### src/rtl/sargantana_icache_checker_pipe.sv
// Instruction-cache tag checker: one-cycle hit response, blocking miss/refill, lowest-way multihit select.
// Optional performance counters are compiled in with ICACHE_CHK_PERF_EN.
module sargantana_icache_checker_pipe #(
    parameter int N_WAY   = 4,
    parameter int TAG_W   = 20,
    parameter int LINE_W  = 128,
    parameter int FETCH_W = 32,
    localparam int WORDS  = LINE_W / FETCH_W,
    localparam int OFF_W  = (WORDS > 2) ? $clog2(WORDS) : 1
) (
    input  logic                      clk_i,
    input  logic                      rst_i,
    input  logic                      req_valid_i,
    output logic                      req_ready_o,
    input  logic [TAG_W-1:0]          req_tag_i,
    input  logic [OFF_W-1:0]          req_off_i,
    input  logic [N_WAY-1:0]          way_valid_i,
    input  logic [N_WAY*TAG_W-1:0]    read_tags_i,
    input  logic [N_WAY*LINE_W-1:0]   data_rd_i,
    output logic                      miss_o,
    output logic [TAG_W-1:0]          miss_tag_o,
    input  logic                      fill_valid_i,
    output logic                      fill_ready_o,
    input  logic [LINE_W-1:0]         fill_data_i,
    input  logic                      flush_i,
    output logic                      rsp_valid_o,
    input  logic                      rsp_ready_i,
    output logic                      rsp_hit_o,
    output logic [N_WAY-1:0]          rsp_way_o,
    output logic                      rsp_multihit_o,
    output logic [FETCH_W-1:0]        rsp_data_o,
    output logic [31:0]               hit_cnt_o,
    output logic [31:0]               miss_cnt_o,
    output logic [31:0]               multihit_cnt_o
);

    typedef enum logic [0:0] {
        IDLE      = 1'b0,
        WAIT_FILL = 1'b1
    } state_t;

    state_t               state_r;
    logic                 rsp_valid_r;
    logic                 rsp_hit_r;
    logic [N_WAY-1:0]     rsp_way_r;
    logic                 rsp_multihit_r;
    logic [FETCH_W-1:0]   rsp_data_r;
    logic                 miss_r;
    logic [TAG_W-1:0]     miss_tag_r;
    logic [OFF_W-1:0]     miss_off_r;

    logic [N_WAY-1:0]     hit_s;
    logic [N_WAY-1:0]     sel_oh_s;
    logic                 any_hit_s;
    logic                 multihit_s;
    logic [LINE_W-1:0]    sel_line_s;
    logic [FETCH_W-1:0]   hit_word_s;
    logic [FETCH_W-1:0]   fill_word_s;
    logic                 slot_free_s;
    logic                 req_ready_s;
    logic                 fill_ready_s;
    logic                 req_fire_s;
    logic                 fill_fire_s;
    logic                 rsp_fire_s;

    function automatic logic [FETCH_W-1:0] line_word(input logic [LINE_W-1:0] line,
                                                     input logic [OFF_W-1:0]  off);
        logic [LINE_W-1:0] shifted;
        shifted = line >> (int'(off) * FETCH_W);
        return shifted[FETCH_W-1:0];
    endfunction

    // Per-way tag compare qualified by the way valid bit.
    always_comb begin
        hit_s = '0;
        for (int i = 0; i < N_WAY; i++) begin
            hit_s[i] = way_valid_i[i] && (read_tags_i[i*TAG_W +: TAG_W] == req_tag_i);
        end
    end

    // Isolating the lowest set bit gives the priority way; anything left over is a multihit.
    assign sel_oh_s   = hit_s & (~hit_s + {{(N_WAY-1){1'b0}}, 1'b1});
    assign any_hit_s  = |hit_s;
    assign multihit_s = |(hit_s & ~sel_oh_s);

    // One-hot AND-OR mux of the selected way's line.
    always_comb begin
        sel_line_s = '0;
        for (int i = 0; i < N_WAY; i++) begin
            if (sel_oh_s[i]) begin
                sel_line_s = sel_line_s | data_rd_i[i*LINE_W +: LINE_W];
            end else begin
                sel_line_s = sel_line_s;
            end
        end
    end

    assign hit_word_s  = line_word(sel_line_s, req_off_i);
    assign fill_word_s = line_word(fill_data_i, miss_off_r);

    // Readies are gated by reset so nothing handshakes in the reset cycle.
    assign slot_free_s  = !rsp_valid_r || rsp_ready_i;
    assign req_ready_s  = !rst_i && (state_r == IDLE) && slot_free_s && !flush_i;
    assign fill_ready_s = !rst_i && (state_r == WAIT_FILL) && slot_free_s && !flush_i;
    assign req_fire_s   = req_valid_i && req_ready_s;
    assign fill_fire_s  = fill_valid_i && fill_ready_s;
    assign rsp_fire_s   = rsp_valid_r && rsp_ready_i;

    // Control FSM and the response/miss registers.
    always_ff @(posedge clk_i) begin
        if (rst_i) begin
            state_r        <= IDLE;
            rsp_valid_r    <= 1'b0;
            rsp_hit_r      <= 1'b0;
            rsp_way_r      <= '0;
            rsp_multihit_r <= 1'b0;
            rsp_data_r     <= '0;
            miss_r         <= 1'b0;
            miss_tag_r     <= '0;
            miss_off_r     <= '0;
        end else if (flush_i) begin
            state_r     <= IDLE;
            rsp_valid_r <= 1'b0;
            miss_r      <= 1'b0;
            miss_tag_r  <= '0;
        end else begin
            case (state_r)
                IDLE: begin
                    if (req_fire_s && any_hit_s) begin
                        rsp_valid_r    <= 1'b1;
                        rsp_hit_r      <= 1'b1;
                        rsp_way_r      <= sel_oh_s;
                        rsp_multihit_r <= multihit_s;
                        rsp_data_r     <= hit_word_s;
                    end else if (req_fire_s) begin
                        // Acceptance implies the slot was free, so any old response drains now.
                        state_r     <= WAIT_FILL;
                        rsp_valid_r <= 1'b0;
                        miss_r      <= 1'b1;
                        miss_tag_r  <= req_tag_i;
                        miss_off_r  <= req_off_i;
                    end else if (rsp_fire_s) begin
                        rsp_valid_r <= 1'b0;
                    end else begin
                        rsp_valid_r <= rsp_valid_r;
                    end
                end
                WAIT_FILL: begin
                    if (fill_fire_s) begin
                        state_r        <= IDLE;
                        rsp_valid_r    <= 1'b1;
                        rsp_hit_r      <= 1'b0;
                        rsp_way_r      <= '0;
                        rsp_multihit_r <= 1'b0;
                        rsp_data_r     <= fill_word_s;
                        miss_r         <= 1'b0;
                        miss_tag_r     <= '0;
                    end else if (rsp_fire_s) begin
                        rsp_valid_r <= 1'b0;
                    end else begin
                        rsp_valid_r <= rsp_valid_r;
                    end
                end
                default: begin
                    state_r     <= IDLE;
                    rsp_valid_r <= 1'b0;
                    miss_r      <= 1'b0;
                    miss_tag_r  <= '0;
                end
            endcase
        end
    end

    assign req_ready_o    = req_ready_s;
    assign fill_ready_o   = fill_ready_s;
    assign rsp_valid_o    = rsp_valid_r;
    assign rsp_hit_o      = rsp_hit_r;
    assign rsp_way_o      = rsp_way_r;
    assign rsp_multihit_o = rsp_multihit_r;
    assign rsp_data_o     = rsp_data_r;
    assign miss_o         = miss_r;
    assign miss_tag_o     = miss_tag_r;

`ifdef ICACHE_CHK_PERF_EN
    logic [31:0] hit_cnt_r;
    logic [31:0] miss_cnt_r;
    logic [31:0] multihit_cnt_r;

    function automatic logic [31:0] sat_inc(input logic [31:0] value);
        return (value == 32'hFFFF_FFFF) ? value : value + 32'd1;
    endfunction

    // Saturating event counters; only reset clears them.
    always_ff @(posedge clk_i) begin
        if (rst_i) begin
            hit_cnt_r      <= 32'd0;
            miss_cnt_r     <= 32'd0;
            multihit_cnt_r <= 32'd0;
        end else if (req_fire_s && any_hit_s) begin
            hit_cnt_r      <= sat_inc(hit_cnt_r);
            multihit_cnt_r <= multihit_s ? sat_inc(multihit_cnt_r) : multihit_cnt_r;
        end else if (req_fire_s) begin
            miss_cnt_r <= sat_inc(miss_cnt_r);
        end else begin
            hit_cnt_r <= hit_cnt_r;
        end
    end

    assign hit_cnt_o      = hit_cnt_r;
    assign miss_cnt_o     = miss_cnt_r;
    assign multihit_cnt_o = multihit_cnt_r;
`else
    assign hit_cnt_o      = 32'd0;
    assign miss_cnt_o     = 32'd0;
    assign multihit_cnt_o = 32'd0;
`endif

endmodule

### config.mk
export PLATFORM = sky130hd
export DESIGN_NAME = sargantana_icache_checker_pipe
export DESIGN_NICKNAME = d
export VERILOG_FILES = /design/src/rtl/sargantana_icache_checker_pipe.sv
export SDC_FILE = /design/constraint.sdc
export NUM_CORES = 1
export LEC_CHECK = 0
export CAP_MARGIN = 25
export CELL_PAD_IN_SITES_DETAIL_PLACEMENT = 0
export CELL_PAD_IN_SITES_GLOBAL_PLACEMENT = 1
export CORE_AREA = 2 2 354 356
export CTS_CLUSTER_DIAMETER = 50
export DETAILED_ROUTE_END_ITERATION = 12
export DIE_AREA = 0 0 356 358
export GPL_TIMING_DRIVEN = 0
export PLACE_DENSITY = 0.51
export SYNTH_ARGS = -nofsm -noshare
export SYNTH_HDL_FRONTEND = slang
export SYNTH_SLANG_ARGS = --single-unit
### constraint.sdc
create_clock -name clk_i -period 6.3 [get_ports clk_i]
set_clock_uncertainty 0.2 [all_clocks]
set_input_delay 1.89 -clock clk_i [delete_from_list [all_inputs] [get_ports clk_i]]
set_output_delay 1.89 -clock clk_i [all_outputs]
set_load 0.005 [all_outputs]
==> results.yml <==
synth:
  ys_types: 63
  synth-main-ff-cell: "dfxtp_1"
  synth.avg_cell_area_um2: 7.32
  ys_ff_latch: 63
  synth_cells: 1353
  yosys_warnings: 0
  async_flop_share: 0
  seq_area_frac_synth: 0.127
  syn_area_mm2: 0.00990
  yosysTopAreaCell: "dfxtp_1"
  synth_top_area_frac: 0.127
  synthTopCellsByArea: "dfxtp_1 13%, buf_4 7.6%, mux4_2 7.3%"
  synth_edf_count: 0
layout:
  fin_cells: 3935
  final_common_cell: "clkdlybuf4s50_1"
  nNetsFinal: 3033
  num-fill-cells: 14114
  final_cell_mix: "792 x clkdlybuf4s50_1, 136 x nand3_1, 115 x buf_4"
  drive_gt1_frac: 0.127
  syn2layout_area_growth_pct: 112
placed_design:
  place.gp.congestion: 0.911
  port_buffers: 792
  numPlacedInstances: 3904
  place_hpwl_um: 103000
  dp_slack_ps: -508
grt:
  grt_pass1_vias: 15670
  grt_pass1_wl_um: 149000
  track_usage: 0.177
  gr-total-overflow: 0
  antenna_found_initial: 34
  grt_max_degree: 20
die:
  core_mm2: 0.123
  die_h_um: 358
  rows: 129
  ioPinCount: 910
  die_area_mm2: 0.127
  initial_core_util: 0.0803
  die_w_um: 356
setup_path:
  max_stage_delay_ps: 900
  path_class: "input port to register"
  cp-start-kind: "input port"
  worstPathRequired_ps: 6360
  critPathCaptureType: "register"
  path_cells: "clkdlybuf4s50_1 > xnor2_1 > nand3_1 > nor4_4 > a211oi_2 > buf_4 > buf_2 > buf_2 > a221oi_1 > o21ai_0 > nand4_1 > o211ai_1"
  critical-path-slowest-cell: "a221oi_1"
  cp_data_arrival_time_ps: 6240
  path_max_fanout: 10
  cpMostUsedCell: "buf_2"
power:
  p_sw_frac: 0.329
  p_seq_frac: 0.204
  p_switching_mw: 0.648
  peakVddDrop_mv: 0.133
  p_clk_frac: 0.323
  p_leak_nw: 7.43
  p_per_area_mw_per_mm2: 93.8
  pwr-share-comb: 0.473
  p_int_mw: 1.32
run:
  drv_cap: 0
clocking:
  cts.sinks: 63
  clk_path_buf_depth: 2
  cts_root_buf: "clkbuf_16"
  clkTransAtPathRegs_ps: 70
  clk-insertion-delay-late_ps: 380
  numCtsBuffers: 9
  h-tree-depth: 3
  tritoncts: "built"
sta:
  max_clock_freq_mhz: 162
  setup_ws_ps: 126
  finalHoldViolations: 0
  layout_min_cycle_time_ps: 6170
  worstMarginPinSlew_ps: 1040
  worst_slew_margin_rel: 0.307
  final.period_utilization: 0.980
  finalMaxSlewViolations: 0
  rsz0062_at_grt: "false"
  finalSetupViolations: 0
drt:
  vias_per_cell: 3.83
  drt_wl_total_um: 118000
  drc: 0
  wl_per_cell_um: 30.0
  first_pass_iters: 5
  vias: 15062
  postRouteAntennaNets: 0
  drt_first_iter_violations: 1061
run_status:
  status: "completed"
hold_path:
  hold_path_class: "register to register"
worst max-delay path: cells and delay by family:
family | cells | cell delay [ps]
AND/OR/NAND/NOR | 3 | 1140
AO/OA/AOI/OAI | 4 | 1510
XOR/XNOR | 1 | 400
buffers and inverters | 4 | 1280
final cells by class:
| cell class | count | area, µm² | share of cell area |
|---|---|---|---|
| timing repair buffer | 823 | 8310 | 0.396 |
| tap | 1637 | 2050 | 0.0976 |
| clock buffer | 9 | 225 | 0.0107 |
| antenna | 12 | 30.0 | 0.00143 |
| multi-input combinational | 1103 | 7420 | 0.354 |
| sequential | 63 | 1260 | 0.0601 |
| buffer | 254 | 1480 | 0.0707 |
| clock inverter | 7 | 103 | 0.00489 |
| inverter | 27 | 101 | 0.00483 |
synthesized netlist by cell type, types with 3 or more instances:
master     count
dfxtp_1       63
a221o_1       51
a31oi_1       14
mux4_2        32
a211o_1        4
nor2_1       107
nand2_1      105
o211ai_1       8
a211oi_1       3
and4_1         6
a21oi_2       10
nor3_1         6
nor3_2        11
a21oi_1       38
buf_1         14
a221oi_1      51
xnor2_1       38
o21ai_0       68
nand3_1      136
buf_4        100
clkbuf_1      80
and2_1         5
buf_2         50
buf_6         11
or2_2          3
nor3b_1       21
o211ai_2      10
a21o_1        30
a41oi_1       67
nor4_1        16
xor2_1        43
and3_1         9
inv_1         27
o2111ai_1     13
nand4_1       53
nor2b_1       16
flip-flops by register name, indices dropped and copies added (netlist names):
name	cells
rsp_data_o	32
miss_tag_o	20
rsp_way_o	4
miss_off_r	2
miss_o	1
rsp_hit_o	1
rsp_multihit_o	1
rsp_valid_o	1
state_r	1
per-layer routing:
layer / share of wire / global-route usage / vias to the layer above
met2: 0.49 / 0.306 / 746
li1: - / - / 6853
met3: 0.060 / 0.0322 / 115
met1: 0.42 / 0.223 / 7330
met5: 0.00089 / 0 / -
met4: 0.026 / 0.0473 / 18
logic make-up after synthesis:
group	share of synthesized area
compound gates	0.304
xor+xnor	0.0717
buf+inv	0.159
flops	0.127
mux	0.0748
other cells	0.000379
simple gates	0.262
power by group through the flow:
| stage | Combinational (mW) | Sequential, mW | Clock, mW |
|---|---|---|---|
| floorplan | 0.265 | 0.411 | 0 |
| global placement | 0.919 | 0.411 | 0 |
| detailed placement | 0.932 | 0.411 | 0 |
| CTS | 0.938 | 0.402 | 0.675 |
| global route | 0.985 | 0.402 | 0.684 |
| finish | 0.931 | 0.402 | 0.635 |
worst paths after layout:
check | from | to | slack, ps | depth (start not counted)
setup / recovery | read_tags_i[31] | rsp_data_o[7] | 130 | 12
hold / removal | rsp_hit_o | rsp_hit_o | 260 | 2
setup reg to reg | miss_off_r[0] | rsp_data_o[8] | 3060 | 7
hold reg to reg | rsp_hit_o | rsp_hit_o | 260 | 2
through the flow:
stage | utilization | setup TNS, ps | total power [mW] | cell area (µm²) | hold slack, ps
5_1_grt | 0.170 | 0 | 2.07 | 21000 | 287
2_1_floorplan | - | 0 | 0.676 | 10300 | 253
3_3_place_gp | 0.164 | -23420 | 1.33 | 20200 | 245
3_5_place_dp | 0.167 | -2170 | 1.34 | 20600 | 250
6_report | 0.170 | 0 | 1.97 | 21000 | 257
4_1_cts | 0.170 | 0 | 2.02 | 20900 | 260
repair_timing:
item,in CTS,in global routing
resized for setup,0,1
hold buffers,0,0
pin swaps,0,1
endpoints found under the setup margin,2,3
setup buffers,0,3
Note: power is estimated with default switching activity, not from simulation.
